==> src/rtl/storage_word_reader_pkg.sv <==
// Shared definitions for the storage inquiry interface: address widths,
// word size and the reader state encoding.
package storage_word_reader_pkg;

   localparam int WORDINDEXBITS   = 8;
   localparam int LETTERINDEXBITS = 4;
   localparam int LETTERS         = 2 ** LETTERINDEXBITS;

   // Index of the final letter in a word; the counter stops here.
   localparam logic [LETTERINDEXBITS-1:0] LAST_LETTER = '1;

   typedef enum logic [1:0] {
      IDLE  = 2'd0,
      ISSUE = 2'd1,
      WAIT  = 2'd2,
      DONE  = 2'd3
   } state_t;

endpackage

==> src/rtl/storage_word_reader_inquiry_timeout_counter.sv <==
// Loadable down-counter bounding how long the reader waits for readReady
// after an inquiry strobe. Loaded while the strobe is being issued, so the
// strobe cycle is the first waiting cycle and expired rises in the last one.
module storage_word_reader_inquiry_timeout_counter #(
   parameter int TIMEOUT_CYCLES = 16
) (
   input  logic clock,
   input  logic reset,
   input  logic start,
   output logic expired
);

   localparam int CW = $clog2(TIMEOUT_CYCLES);
   localparam logic [CW-1:0] LOAD_VALUE = CW'(TIMEOUT_CYCLES - 1);

   logic [CW-1:0] count;

   // Reload on start, otherwise count down and park at zero.
   always_ff @(posedge clock or posedge reset) begin
      if (reset) begin
         count <= LOAD_VALUE;
      end else if (start) begin
         count <= LOAD_VALUE;
      end else if (count != '0) begin
         count <= count - 1'b1;
      end
   end

   assign expired = (count == '0);

endmodule

==> src/rtl/storage_word_reader.sv <==
// Read-side initiator for the storage inquiry interface. Accepts a word
// index, issues one inquiry per letter (0..LETTERS-1), gathers each
// storedValue bit and presents the assembled word with a one-cycle pulse.
module storage_word_reader
   import storage_word_reader_pkg::*;
#(
   parameter int TIMEOUT_CYCLES = 16
) (
   input  logic                       clock,
   input  logic                       reset,
   input  logic                       storageReady,
   input  logic                       reqValid,
   output logic                       reqReady,
   input  logic [WORDINDEXBITS-1:0]   reqWordIndex,
   output logic                       inquiry,
   output logic [WORDINDEXBITS-1:0]   inquiryWordIndex,
   output logic [LETTERINDEXBITS-1:0] inquiryLetterIndex,
   input  logic                       readReady,
   input  logic                       storedValue,
   output logic                       wordValid,
   output logic [LETTERS-1:0]         wordData,
   output logic                       wordError
);

   state_t                     state;
   logic [LETTERINDEXBITS-1:0] letter;
   logic                       error_flag;
   logic                       timeout_start;
   logic                       timeout_expired;

   // The wait window opens on the same edge the strobe is registered.
   assign timeout_start = (state == ISSUE) && storageReady;

   storage_word_reader_inquiry_timeout_counter #(
      .TIMEOUT_CYCLES (TIMEOUT_CYCLES)
   ) u_timeout (
      .clock   (clock),
      .reset   (reset),
      .start   (timeout_start),
      .expired (timeout_expired)
   );

   // Reader FSM with registered interface outputs. inquiryWordIndex doubles
   // as the latched request index so it cannot move within a word.
   always_ff @(posedge clock or posedge reset) begin
      if (reset) begin
         state              <= IDLE;
         reqReady           <= 1'b0;
         inquiry            <= 1'b0;
         inquiryWordIndex   <= '0;
         inquiryLetterIndex <= '0;
         wordValid          <= 1'b0;
         wordData           <= '0;
         wordError          <= 1'b0;
         letter             <= '0;
         error_flag         <= 1'b0;
      end else begin
         inquiry   <= 1'b0;
         wordValid <= 1'b0;
         case (state)
            IDLE: begin
               reqReady <= storageReady;
               if (reqValid && reqReady) begin
                  reqReady         <= 1'b0;
                  inquiryWordIndex <= reqWordIndex;
                  letter           <= '0;
                  error_flag       <= 1'b0;
                  wordData         <= '0;
                  wordError        <= 1'b0;
                  state            <= ISSUE;
               end
            end
            ISSUE: begin
               reqReady <= 1'b0;
               if (storageReady) begin
                  inquiry            <= 1'b1;
                  inquiryLetterIndex <= letter;
                  state              <= WAIT;
               end
            end
            WAIT: begin
               reqReady <= 1'b0;
               // A response in the final window cycle wins over the timeout.
               if (readReady || timeout_expired) begin
                  wordData[letter] <= readReady & storedValue;
                  if (!readReady) begin
                     error_flag <= 1'b1;
                  end
                  if (letter == LAST_LETTER) begin
                     state <= DONE;
                  end else begin
                     letter <= letter + 1'b1;
                     state  <= ISSUE;
                  end
               end
            end
            DONE: begin
               reqReady  <= 1'b0;
               wordValid <= 1'b1;
               wordError <= error_flag;
               state     <= IDLE;
            end
            default: begin
               state <= IDLE;
            end
         endcase
      end
   end

endmodule

==> config.mk <==
export PLATFORM = sky130hd
export DESIGN_NAME = storage_word_reader
export DESIGN_NICKNAME = d
export VERILOG_FILES = /design/src/rtl/storage_word_reader_pkg.sv /design/src/rtl/storage_word_reader_inquiry_timeout_counter.sv /design/src/rtl/storage_word_reader.sv
export SDC_FILE = /design/constraint.sdc
export NUM_CORES = 1
export LEC_CHECK = 0
export BUFFER_PORTS_ARGS = -buffer_cell sky130_fd_sc_hd__buf_2
export CAP_MARGIN = 20
export CORE_ASPECT_RATIO = 0.6
export CORE_MARGIN = 2
export CORE_UTILIZATION = 57
export CTS_BUF_LIST = sky130_fd_sc_hd__clkbuf_16
export DETAILED_ROUTE_END_ITERATION = 7
export PLACE_DENSITY = 0.81
export SETUP_SLACK_MARGIN = 0.2
export SKIP_LAST_GASP = 1
export SLEW_MARGIN = 20
export SYNTH_ARGS = -nofsm -noshare
export SYNTH_HDL_FRONTEND = slang
export SYNTH_SLANG_ARGS = --single-unit
==> constraint.sdc <==
create_clock -name clock -period 4.3 [get_ports clock]
set_input_delay 0.86 -clock clock [delete_from_list [all_inputs] [get_ports clock]]
set_output_delay 0.86 -clock clock [all_outputs]
set_load 0.02 [all_outputs]
Yosys cells after proc, flatten, opt, wreduce, memory -nomap -nowiden
Index checks and enable logic that the tools add are counted.

Memories: 0. Latch bits: 0. Input bits: 14. Bits in read-only memories: 0. Register bits after elaboration: 43. Memory bits (writable): 0. Output and inout port bits: 32. Word-level logic and storage cells: 70.

Div/mod/pow operators: 0. Add/sub/neg operators: 2. Multipliers: 0. Reductions and logical operators: 18. Eq/ne operators: 9. Shift-type cells: 0. Muxes and demuxes: 27. Bitwise gates (word level): 1. $lt $le $gt $ge: 2.

Operator list (count): 16-bit 2-to-1 mux (2); 16-bit case mux with 2 select lines (1); 4-bit 2-to-1 mux (5); 16-bit bitwise mux (1); 2-bit != test, second input constant (5); 1-bit 2-to-1 mux (8); 2-bit 2-to-1 mux (4); 2-bit case mux with 4 select lines (1); 4-bit case mux with 2 select lines (1); 4-bit AND reduction (2); 1-bit case mux with 2 select lines (3); 2-bit AND reduction (3); 3-bit AND reduction (2); 2-bit nonzero test (3); 4-bit by 5-bit < comparator with 1-bit output, second input constant (1); 4-bit by 1-bit adder with 4-bit output, second input constant (1); 1-bit demux with 4-bit select (1); 2-bit == test, second input constant (2); 4-bit == test, second input constant (1); 4-bit by 1-bit greater-or-equal comparator with 1-bit output, second input constant (1); 4-bit logical NOT (1); 4-bit nonzero test (1); 4-bit by 1-bit subtractor with 4-bit output, second input constant (1); 1-bit logical AND (3); other kinds (5) (5).

Depth between registers and ports, before layout
Gate-level depths: netlist (run 1).

Depth after elaboration: 7. Mapped depth: 7. Depth with buffers taken out: 6.

By module
From an unflattened synthesis (run 1), not the netlist that was laid out.

Cells, all modules: 185. Area, all modules: 1969.4 um2.

Modules (own cells, without submodules): storage_word_reader (cells an instance 163, instances 1, sequential area each 975.9 um2, area an instance 1740.4 um2); storage_word_reader_inquiry_timeout_counter (cells an instance 22, instances 1, sequential area each 105.1 um2, area an instance 229.0 um2).

Least setup slack after synthesis (run 1)
OpenSTA, ideal clock, no wires.

Kind: input port to flip-flop. From: in reqValid. To: reg inquiryWordIndex[0]. Setup time: 125 ps. Setup slack: 2416 ps. Stages on the path: 3. Data required time: 4175 ps. Arrival time: 1759 ps. Path buffers: 1. Path through: nor4bb_1 -> buf_2 -> mux2_2.

Word-level cells in the longest chain between the ends: 2.

Ends and longest elaborated chain: start, declared (line storage_word_reader.sv:12) `input logic reqValid,`; 1-bit logical AND (line storage_word_reader.sv:63) `if (reqValid && reqReady) begin`; 2-bit AND reduction (no source line); end signal, assigned (line storage_word_reader.sv:65) `inquiryWordIndex <= reqWordIndex;`; end, declared (line storage_word_reader.sv:16) `output logic [WORDINDEXBITS-1:0] inquiryWordIndex,`.

No other way between the ends. A chain may end at the register's enable or synchronous reset.

Worst setup path after layout (run 1)
From: reg state[1]. To: reg wordData[15].

Word-level cells in the longest chain between the ends: 3. Elaborated cells on any way between the ends: 7. Classes of those cells: eq/ne (3); mux (1); reduce/logical (3).

Ends and longest elaborated chain: start, declared (line storage_word_reader.sv:25) `state_t state;`; start signal, assigned (line storage_word_reader.sv:47) `state <= IDLE;`; start signal, assigned (line storage_word_reader.sv:70) `state <= ISSUE;`; start signal, assigned (line storage_word_reader.sv:78) `state <= WAIT;`; 2-bit == test / 2-bit logical NOT (equally long branches) (line storage_word_reader.sv:60) `case (state)`; 2-bit != test (no source line) / 2-bit nonzero test (equally long branches); 3-bit AND reduction (no source line); end signal, assigned by index (line storage_word_reader.sv:85) `wordData[letter] <= readReady & storedValue;`; end, declared (line storage_word_reader.sv:21) `output logic [LETTERS-1:0] wordData,`.

Parallel ways exist; a longest one is shown, timed or not.

==> results.sh, run 1 <==
export IMPL_routed_wl_um=4160
export IMPL_portBuffers=45
export IMPL_drive_above_1_share_pct=30.6
export IMPL_cts_htree_levels=2
export IMPL_setup_ws_ns=1.87
export IMPL_cts_sinks=43
export IMPL_cpMaxStageDelayCell="dfrtp_1"
export IMPL_setup_viol=0
export IMPL_hpwlAfterDp_um=2940
export IMPL_row_count=16
export IMPL_yosys_cell_types_count=37
export IMPL_cp_cell_sequence="a21oi_1 > a311oi_4 > o21ai_1 > a22o_1"
export IMPL_worst_pin_slew_ns=0.930
export IMPL_ir_drop_mv=0.409
export IMPL_gp_congestion=0.797
export IMPL_crit_path_max_incr_delay_ns=0.87
export IMPL_area_delta_synth_final_pct=20.2
export IMPL_rsz0062_at_grt="false"
export IMPL_critPathArrivalTime_ns=2.60
export IMPL_fp_dieW_um=80.3
export IMPL_hold_violations=0
export IMPL_finalMaxSlewViolations=0
export IMPL_drt_pass1_iter_count=4
export IMPL_path_buf_inv=0
export IMPL_place_ws_ns=1.89
export IMPL_synth_seq_area_share_pct=54.2
export IMPL_syn_mean_instance_area_um2=10.5
export IMPL_yosysMostFrequentCell="dfrtp_1"
export IMPL_drt_iter0_drc=108
export IMPL_grt_overflow=0
export IMPL_clock_latency_ns=0.28
export IMPL_cp_top_family="compound AO/OA/AOI/OAI gates"
export IMPL_cts_buffer_depth=2
export IMPL_total_power_w=0.00166
export IMPL_syn_nets=208
export IMPL_core_area_mm2=0.00330
export IMPL_cts_resized=0
export IMPL_cts_tree="done"
export IMPL_netlist_top_cells_count="39 x dfrtp_1, 31 x nand2_1, 23 x o21ai_0, 15 x o2bb2ai_1, 13 x inv_1"
export IMPL_yosys_area_top_type="dfrtp_1"
export IMPL_ys_async_sr_fraction_pct=100
export IMPL_ys_flop_type="dfrtp_1"
export IMPL_finalCriticalPeriod_ns=2.43
export IMPL_ys_ff_latch=43
export IMPL_wl_per_cell_um=14.9
export IMPL_relSlewSlack_pct=38.0
export IMPL_start_util_pct=60.3
export IMPL_drc=0
export IMPL_grt_use_total_pct=23.6
export IMPL_synth_edf_count=0
export IMPL_syn_area_mm2=0.00199
export IMPL_setup_tns_ns=0
export IMPL_drv_cap=0
export IMPL_fmax_mhz=411
export IMPL_cts_setup_buffers=0
export IMPL_yosysWarnings=0
export IMPL_grt_pass1_vias=1414
export IMPL_ys_top_cells_by_area="dfrtp_1 49%, o2bb2ai_1 6.6%, nand2_1 5.8%"
export IMPL_cts_hold_buf=0
export IMPL_synth_top_area_share_pct=49.0
export IMPL_p_leak_nw=1.16
export IMPL_die_h_um=49.8
export IMPL_ant_nets=0
export IMPL_cp_max_fo=27
export IMPL_crit_type="reg -> reg"
export IMPL_viasPerCell=5.48
export IMPL_status="complete, no violations"
export IMPL_hold_path_class="reg -> reg"
export IMPL_num_io_pins=46
export IMPL_cp_end_kind="register"
export IMPL_start_kind="register"
export IMPL_die_area_mm2=0.00400
export IMPL_grt_pass1_wl_um=6940
export IMPL_cts_buffers_inserted=5
export IMPL_synth_cells=189
export IMPL_antennaDiodeCount=0
export IMPL_finalCritPeriodShare_pct=56.5
export IMPL_cts_root_buf="clkbuf_16"
export IMPL_path_clk_slew_ns=0.06
export IMPL_clock_skew_ns=0.00336
export IMPL_powerDensity_mw_per_mm2=693
export IMPL_critPathRequiredTime_ns=4.47
export IMPL_via_count=1535
export IMPL_grt_max_degree=44
export IMPL_antenna_found_initial=0
export IMPL_nNetsFinal=253
[metal layers]
metal  global-route usage [%]  routed length, um  vias up
met5                        0                  0        -
met4                     9.04                 60        0
met3                     6.23                239        7
met2                     31.7               1750       50
met1                     36.2               2110      730
li1                         -                  -      748
[worst register-to-register path, cell delays in order, from the launching register on]
cell and delay, ns:
dfrtp_1 0.87, a21oi_1 0.22, a311oi_4 0.87, o21ai_1 0.15, a22o_1 0.22
[placed cells by master (no fill, tap or decap), drive strengths merged, types with 4 or more instances in the layout]
cell     instances
nand2           32
mux2             9
o21ai           24
dfrtp           39
clkbuf           5
o2bb2ai         15
ha               5
buf             46
nor2             5
nand2b           5
inv             13
dfstp            4
a21oi            5
[kinds of logic (layout without fill, tap and decap cells)]
family	after synthesis	in the layout	synth area share (%)
AOI/OAI and AO/OA	52	52	18.1
xor gates and xnor gates	1	1	0.440
adders and majority gates	5	5	3.14
buffers and inverters	21	67	4.58
DFF	43	43	54.2
muxes	11	11	6.09
and+or+nand+nor	56	56	13.4
[final timing paths]
| path | startpoint | end | slack (ns) | cells after the start |
|---|---|---|---|---|
| worst max-delay path | state[1]$_DFFE_PP0P_ | wordData[15]$_DFFE_PP0P_ | 1.87 | 4 |
| worst min-delay path | wordData[11]$_DFFE_PP0P_ | wordData[11]$_DFFE_PP0P_ | 0.49 | 1 |
| worst max register to register | state[1]$_DFFE_PP0P_ | wordData[15]$_DFFE_PP0P_ | 1.87 | 4 |
| worst min register to register | wordData[11]$_DFFE_PP0P_ | wordData[11]$_DFFE_PP0P_ | 0.49 | 1 |
| max in group asynchronous | reset | u_timeout.count[0]$_DFFE_PP1P_ | 3.23 | 3 |
| min in group asynchronous | reset | wordData[9]$_DFFE_PP0P_ | 0.71 | 3 |
[flip-flops by register name, indices dropped and copies added, names as in the netlist]
register            count
error_flag              1
inquiry                 1
inquiryLetterIndex      4
inquiryWordIndex        8
letter                  4
reqReady                1
state                   2
u_timeout.count         4
wordData               16
wordError               1
wordValid               1
[per-stage QoR]
stage | util, % | hold slack [ns] | area (um2) | cells
2_1_floorplan | - | 0.450 | 1990 | 189
3_3_place_gp | 68.0 | 0.471 | 2250 | 272
3_5_place_dp | 68.3 | 0.473 | 2250 | 272
4_1_cts | 72.5 | 0.491 | 2390 | 280
5_1_grt | 72.5 | 0.503 | 2390 | 280
6_report | 72.5 | 0.489 | 2390 | 280
[where the power goes]
part,internal (W),total [W],leakage [nW],switching (W)
Combinational,0.000243,0.000625,0.528,0.000381
Sequential,0.000546,0.000674,0.560,0.000128
Clock,0.000212,0.000362,0.0733,0.000150
[layout make-up]
class,instances,area [um2]
Sequential cell,43,1080
Fill cell,233,908
Multi-Input combinational cell,125,836
Timing Repair Buffer,46,233
Clock buffer,5,125
Tap cell,45,56.3
Inverter,13,48.8
Clock inverter,3,15.0
Note: power is estimated with default switching activity, not from simulation.
==> run 2, diff against run 1 <==
CORE_UTILIZATION = 53   (was 57)
PLACE_DENSITY = 0.76   (was 0.81)
clock period = 2.3 ns   (was 4.3 ns; I/O delays follow)
==> run 2 against run 1 <==
Sequential cell count stayed put; die area is 7.0% higher; global-route usage is 2.5 points lower; power is 93% higher; final area is 2.3% higher; fmax is 22% higher; clock power is 120% higher; non-clock buffer count is 5 higher; register-to-register slack worse by 1.6 ns; utilization is 5.1 points lower; combinational power is 92% higher.
==> results.sh, run 2 (synthesis results as in run 1) <==
export IMPL_cp_end_kind="register"
export IMPL_drc=0
export IMPL_die_area_mm2=0.00428
export IMPL_nFillCells=267
export IMPL_crit_path_max_incr_delay_ns=0.43
export IMPL_ir_drop_mv=0.707
export IMPL_status="complete, no violations"
export IMPL_finalCriticalPeriod_ns=1.99
export IMPL_layout_commonest_cell="buf_2"
export IMPL_hold_violations=0
export IMPL_antennaDiodeCount=0
export IMPL_drt_iter0_drc=98
export IMPL_hold_path_class="in -> async"
export IMPL_reg2reg_from="u_timeout.count[0]$_DFFE_PP1P_"
export IMPL_drive_above_1_share_pct=31.7
export IMPL_rsz0062_at_grt="false"
export IMPL_finalMaxSlewViolations=0
export IMPL_p_leak_nw=1.19
export IMPL_grt_overflow=0
export IMPL_powerDensity_mw_per_mm2=1310
export IMPL_clkPwrFrac_pct=24.3
export IMPL_setup_tns_ns=0
export IMPL_swShare_pct=37.6
export IMPL_cp_max_fo=12
export IMPL_cts_root_buf="clkbuf_16"
export IMPL_power_frac_seq_pct=38.2
export IMPL_viasPerCell=5.34
export IMPL_fmax_mhz=503
export IMPL_hold_slack_ns=0.306
export IMPL_start_util_pct=54.8
export IMPL_drt_pass1_iter_count=4
export IMPL_finalCritPeriodShare_pct=86.5
export IMPL_setup_ws_ns=0.310
export IMPL_rrSetupSlack_ns=0.31
export IMPL_largest_reg_flops=16
export IMPL_grt_pass1_vias=1395
export IMPL_total_power_w=0.00321
export IMPL_power_frac_comb_pct=37.5
export IMPL_intPower_w=0.00201
export IMPL_cp_top_family="compound AO/OA/AOI/OAI gates"
export IMPL_portBuffers=45
export IMPL_layout_common_cells="45 x buf_2, 39 x dfrtp_1, 31 x nand2_1"
export IMPL_fp_dieW_um=83.2
export IMPL_reg_top3="wordData x16, inquiryWordIndex x8"
export IMPL_start_kind="register"
export IMPL_largest_register="wordData"
export IMPL_routed_wl_um=4030
export IMPL_critPathArrivalTime_ns=2.16
export IMPL_crit_type="reg -> reg"
export IMPL_place_ws_ns=0.330
export IMPL_row_count=17
export IMPL_ant_nets=0
export IMPL_cpMaxStageDelayCell="or3b_4"
export IMPL_cts_htree_levels=2
export IMPL_cts_resized=0
export IMPL_cts_buffer_depth=2
export IMPL_path_buf_inv=2
export IMPL_grt_use_total_pct=21.0
export IMPL_relSlewSlack_pct=65.4
export IMPL_path_clk_slew_ns=0.06
export IMPL_reg2reg_to="wordData[15]$_DFFE_PP0P_"
export IMPL_cts_sinks=43
export IMPL_via_count=1534
export IMPL_setup_viol=0
export IMPL_wl_per_cell_um=14.0
export IMPL_hpwlAfterDp_um=2970
export IMPL_drv_cap=0
export IMPL_clock_latency_ns=0.28
export IMPL_path_depth=7
export IMPL_cts_setup_buffers=0
export IMPL_grt_pass1_wl_um=6960
export IMPL_r2r_cells=7
export IMPL_grt_max_degree=44
export IMPL_cp_cell_sequence="inv_1 > ha_1 > or3b_4 > a311oi_4 > buf_4 > o21ai_1 > a22o_1"
export IMPL_num_io_pins=46
export IMPL_nNetsFinal=258
export IMPL_die_h_um=51.5
export IMPL_cts_tree="done"
export IMPL_area_delta_synth_final_pct=22.9
export IMPL_placed_cells=279
export IMPL_clock_skew_ns=0.00493
export IMPL_instances_no_fill=287
export IMPL_worst_pin_slew_ns=0.520
export IMPL_cts_hold_buf=0
export IMPL_cts_buffers_inserted=5
export IMPL_gp_congestion=0.844
export IMPL_p_sw_w=0.00121
export IMPL_core_area_mm2=0.00364
export IMPL_antenna_found_initial=0
export IMPL_critPathRequiredTime_ns=2.47
run 2: worst max path at each step:
stage | slack, ns | start | to
2_1_floorplan | 0.45 | u_timeout.count[0]$_DFFE_PP1P_ | wordData[7]$_DFFE_PP0P_
3_3_place_gp | 0.39 | u_timeout.count[0]$_DFFE_PP1P_ | wordData[15]$_DFFE_PP0P_
3_5_place_dp | 0.33 | u_timeout.count[0]$_DFFE_PP1P_ | wordData[15]$_DFFE_PP0P_
4_1_cts | 0.31 | u_timeout.count[0]$_DFFE_PP1P_ | wordData[15]$_DFFE_PP0P_
5_1_grt | 0.21 | u_timeout.count[0]$_DFFE_PP1P_ | wordData[15]$_DFFE_PP0P_
6_report | 0.31 | u_timeout.count[0]$_DFFE_PP1P_ | wordData[15]$_DFFE_PP0P_
run 2: per-layer routing:
layer | GRT usage, % | wire [um]
met5 | 0 | 0
met4 | 5.74 | 27
met3 | 5.24 | 241
met2 | 27.6 | 1580
met1 | 34.0 | 2180
run 2: area by class of cell:
class	instances	area (um2)	area share [%]
clock buffer	5	125	5.11
multi-input combinational	125	827	33.8
clock inverter	3	38.8	1.58
inverter	13	48.8	1.99
tap	47	58.8	2.40
sequential	43	1080	44.1
timing repair buffer	51	270	11.0
run 2: power groups by stage:
| stage | Sequential, W | Clock (W) | Combinational [W] |
|---|---|---|---|
| 4_1_cts | 0.00123 | 0.000788 | 0.00121 |
| 3_3_place_gp | 0.00123 | 0 | 0.00118 |
| 2_1_floorplan | 0.00136 | 0 | 0.000718 |
| 6_report | 0.00123 | 0.000780 | 0.00120 |
| 3_5_place_dp | 0.00124 | 0 | 0.00120 |
| 5_1_grt | 0.00127 | 0.000826 | 0.00136 |
run 2: worst min-delay path, cell delays in order:
cell and delay [ns]:
buf_2 0.10, inv_1 0.04, buf_4 0.44
run 2: stage by stage:
step | util, % | cell area [um2]
2_1_floorplan | - | 1990
3_3_place_gp | 62.8 | 2290
3_5_place_dp | 62.8 | 2290
4_1_cts | 67.4 | 2450
5_1_grt | 67.4 | 2450
6_report | 67.4 | 2450
==> run 3, diff against run 2 <==
SYNTH_HIERARCHICAL = 1   (was default)
==> run 3 against run 2 <==
Critical path type unchanged; die area decreased by 1.1%; register-to-register slack improved by 0.03 ns; via count increased by 4.0%; power decreased by 11%; clock skew about the same; worst hold slack got worse by 0.035 ns; sequential cell count unchanged; worst setup slack improved by 0.034 ns; synthesized cell count decreased by 2.1%; combinational power decreased by 13%; area after synthesis decreased by 1.2%; highest routed layer unchanged; wire length increased by 7.8%.
==> results.sh, run 3 <==
export IMPL_largest_reg_flops=16
export IMPL_via_count=1595
export IMPL_hpwlAfterDp_um=2990
export IMPL_setup_viol=0
export IMPL_cts_root_buf="clkbuf_16"
export IMPL_grt_pass1_wl_um=6980
export IMPL_row_count=17
export IMPL_cts_setup_buffers=0
export IMPL_netlist_top_cells_count="39 x dfrtp_1, 28 x o21ai_0, 13 x a21oi_1, 13 x nand2_1, 11 x inv_1"
export IMPL_relSlewSlack_pct=67.9
export IMPL_drc=0
export IMPL_p_leak_nw=1.20
export IMPL_seqCellArea_mm2=0.00108
export IMPL_num_io_pins=46
export IMPL_syn_area_mm2=0.00197
export IMPL_dpl_cell_area_mm2=0.00223
export IMPL_cts_buffers_inserted=5
export IMPL_grt_max_degree=40
export IMPL_hold_violations=0
export IMPL_antenna_found_initial=0
export IMPL_setup_tns_ns=0
export IMPL_area_delta_synth_final_pct=20.8
export IMPL_yosys_area_top_type="dfrtp_1"
export IMPL_grt_pass1_vias=1430
export IMPL_viasPerCell=5.66
export IMPL_wl_per_cell_um=15.4
export IMPL_powerDensity_mw_per_mm2=1210
export IMPL_finalMaxSlewViolations=0
export IMPL_cts_buffer_depth=2
export IMPL_rsz0062_at_grt="false"
export IMPL_instances_no_fill=282
export IMPL_critPathRequiredTime_ns=2.46
export IMPL_synth_top_area_share_pct=49.6
export IMPL_yosysMostFrequentCell="dfrtp_1"
export IMPL_status="complete, no violations"
export IMPL_clock_latency_ns=0.28
export IMPL_design_area_mm2=0.00238
export IMPL_hold_path_class="in -> async"
export IMPL_crit_type="reg -> reg"
export IMPL_syn_mean_instance_area_um2=10.6
export IMPL_die_h_um=51.2
export IMPL_ys_flop_type="dfrtp_1"
export IMPL_cp_end_kind="register"
export IMPL_drt_iter0_drc=121
export IMPL_cts_resized=0
export IMPL_multi_input_area_um2=812
export IMPL_layout_commonest_cell="buf_2"
export IMPL_cts_htree_levels=2
export IMPL_worst_pin_slew_ns=0.481
export IMPL_path_clk_slew_ns=0.06
export IMPL_ys_ff_latch=43
export IMPL_placed_cells=273
export IMPL_ir_drop_mv=0.617
export IMPL_cts_hold_buf=0
export IMPL_reg_top3="wordData x16, inquiryWordIndex x8"
export IMPL_ant_nets=0
export IMPL_synth_edf_count=0
export IMPL_grt_overflow=0
export IMPL_antennaDiodeCount=0
export IMPL_drive_above_1_share_pct=31.1
export IMPL_drt_pass1_iter_count=4
export IMPL_start_kind="register"
export IMPL_grt_use_total_pct=22.4
export IMPL_nNetsFinal=253
export IMPL_setup_ws_ns=0.344
export IMPL_clock_skew_ns=0.00530
export IMPL_drv_cap=0
export IMPL_cts_tree="done"
export IMPL_fmax_mhz=511
export IMPL_cp_max_fo=12
export IMPL_die_area_mm2=0.00424
export IMPL_largest_register="wordData"
export IMPL_cts_sinks=43
export IMPL_core_area_mm2=0.00362
export IMPL_yosysWarnings=6
export IMPL_routed_wl_um=4340
export IMPL_portBuffers=45
export IMPL_fp_dieW_um=82.7
export IMPL_yosys_cell_types_count=36
export IMPL_rrSetupSlack_ns=0.34
export IMPL_place_ws_ns=0.253
export IMPL_ys_top_cells_by_area="dfrtp_1 50%, o21ai_0 7.1%, mux2_2 5.7%"
export IMPL_critPathArrivalTime_ns=2.12
export IMPL_nFillCells=289
export IMPL_synth_cells=185
export IMPL_layout_common_cells="45 x buf_2, 39 x dfrtp_1, 28 x o21ai_0"
export IMPL_syn_nets=204
export IMPL_finalCriticalPeriod_ns=1.96
export IMPL_synth_seq_area_share_pct=54.9
export IMPL_start_util_pct=54.5
export IMPL_finalCritPeriodShare_pct=85.0
export IMPL_ys_async_sr_fraction_pct=100
export IMPL_gp_congestion=0.817
run 3: critical path, cell delays in order, from the launching register on:
cell,delay [ns]
dfstp_2,0.57
inv_1,0.05
ha_1,0.23
nor3b_2,0.20
nor2_2,0.24
o21ba_4,0.27
o22ai_1,0.10
a22o_1,0.19
run 3: kinds of logic (layout without fill, tap and decap cells):
family	Yosys count	after routing	share of synthesized area (%)
compound gates	66	67	19.8
flops	43	43	54.9
simple gates	41	41	10.9
buf+inv	18	67	4.51
mux	12	12	6.73
fa+ha+maj	5	5	3.18
run 3: routing by layer:
layer / wire length (um) / share of wire [%] / vias to the layer above / GRT usage (%)
met5: 0 / 0 / - / 0
met4: 35 / 0.81 / 0 / 5.74
met3: 375 / 8.6 / 5 / 6.18
met2: 1810 / 42 / 73 / 30.5
met1: 2120 / 49 / 764 / 35.1
li1: - / - / 753 / -
run 3: worst paths after layout:
kind / end / cells after the start / startpoint
worst min register to register: inquiryLetterIndex[1]$_DFFE_PP0P_ / 2 / inquiryLetterIndex[1]$_DFFE_PP0P_
max in group asynchronous: inquiryWordIndex[7]$_DFFE_PP0P_ / 3 / reset
worst max register to register: letter[1]$_DFFE_PP0P_ / 7 / u_timeout/count[0]$_DFFE_PP1P_
min in group clock: inquiryWordIndex[4]$_DFFE_PP0P_ / 2 / reqWordIndex[4]
worst max-delay path: letter[1]$_DFFE_PP0P_ / 7 / u_timeout/count[0]$_DFFE_PP1P_
worst min-delay path: u_timeout/count[3]$_DFFE_PP1P_ / 2 / reset
run 3: metrics by stage:
stage	hold WS [ns]	power (W)	utilization [%]
floorplan	0.415	0.00191	-
global placement	0.474	0.00216	61.6
detailed placement	0.473	0.00219	61.6
CTS	0.275	0.00285	65.4
global route	0.298	0.00306	65.8
finish	0.270	0.00287	65.8
run 3: area by class of cell:
cell class / count / area share [%]
repair buffers: 48 / 10.4
clock buffers: 5 / 5.26
inverters: 11 / 1.74
well taps: 47 / 2.47
multi-input cells: 125 / 34.1
clock inverters: 3 / 0.526
flip-flops and latches: 43 / 45.4
run 3: power by group:
part	leakage, nW	internal [W]	switching (W)
Sequential	0.561	0.000996	0.000177
Clock	0.0762	0.000392	0.000261
Combinational	0.566	0.000429	0.000613
Total	1.20	0.00182	0.00105
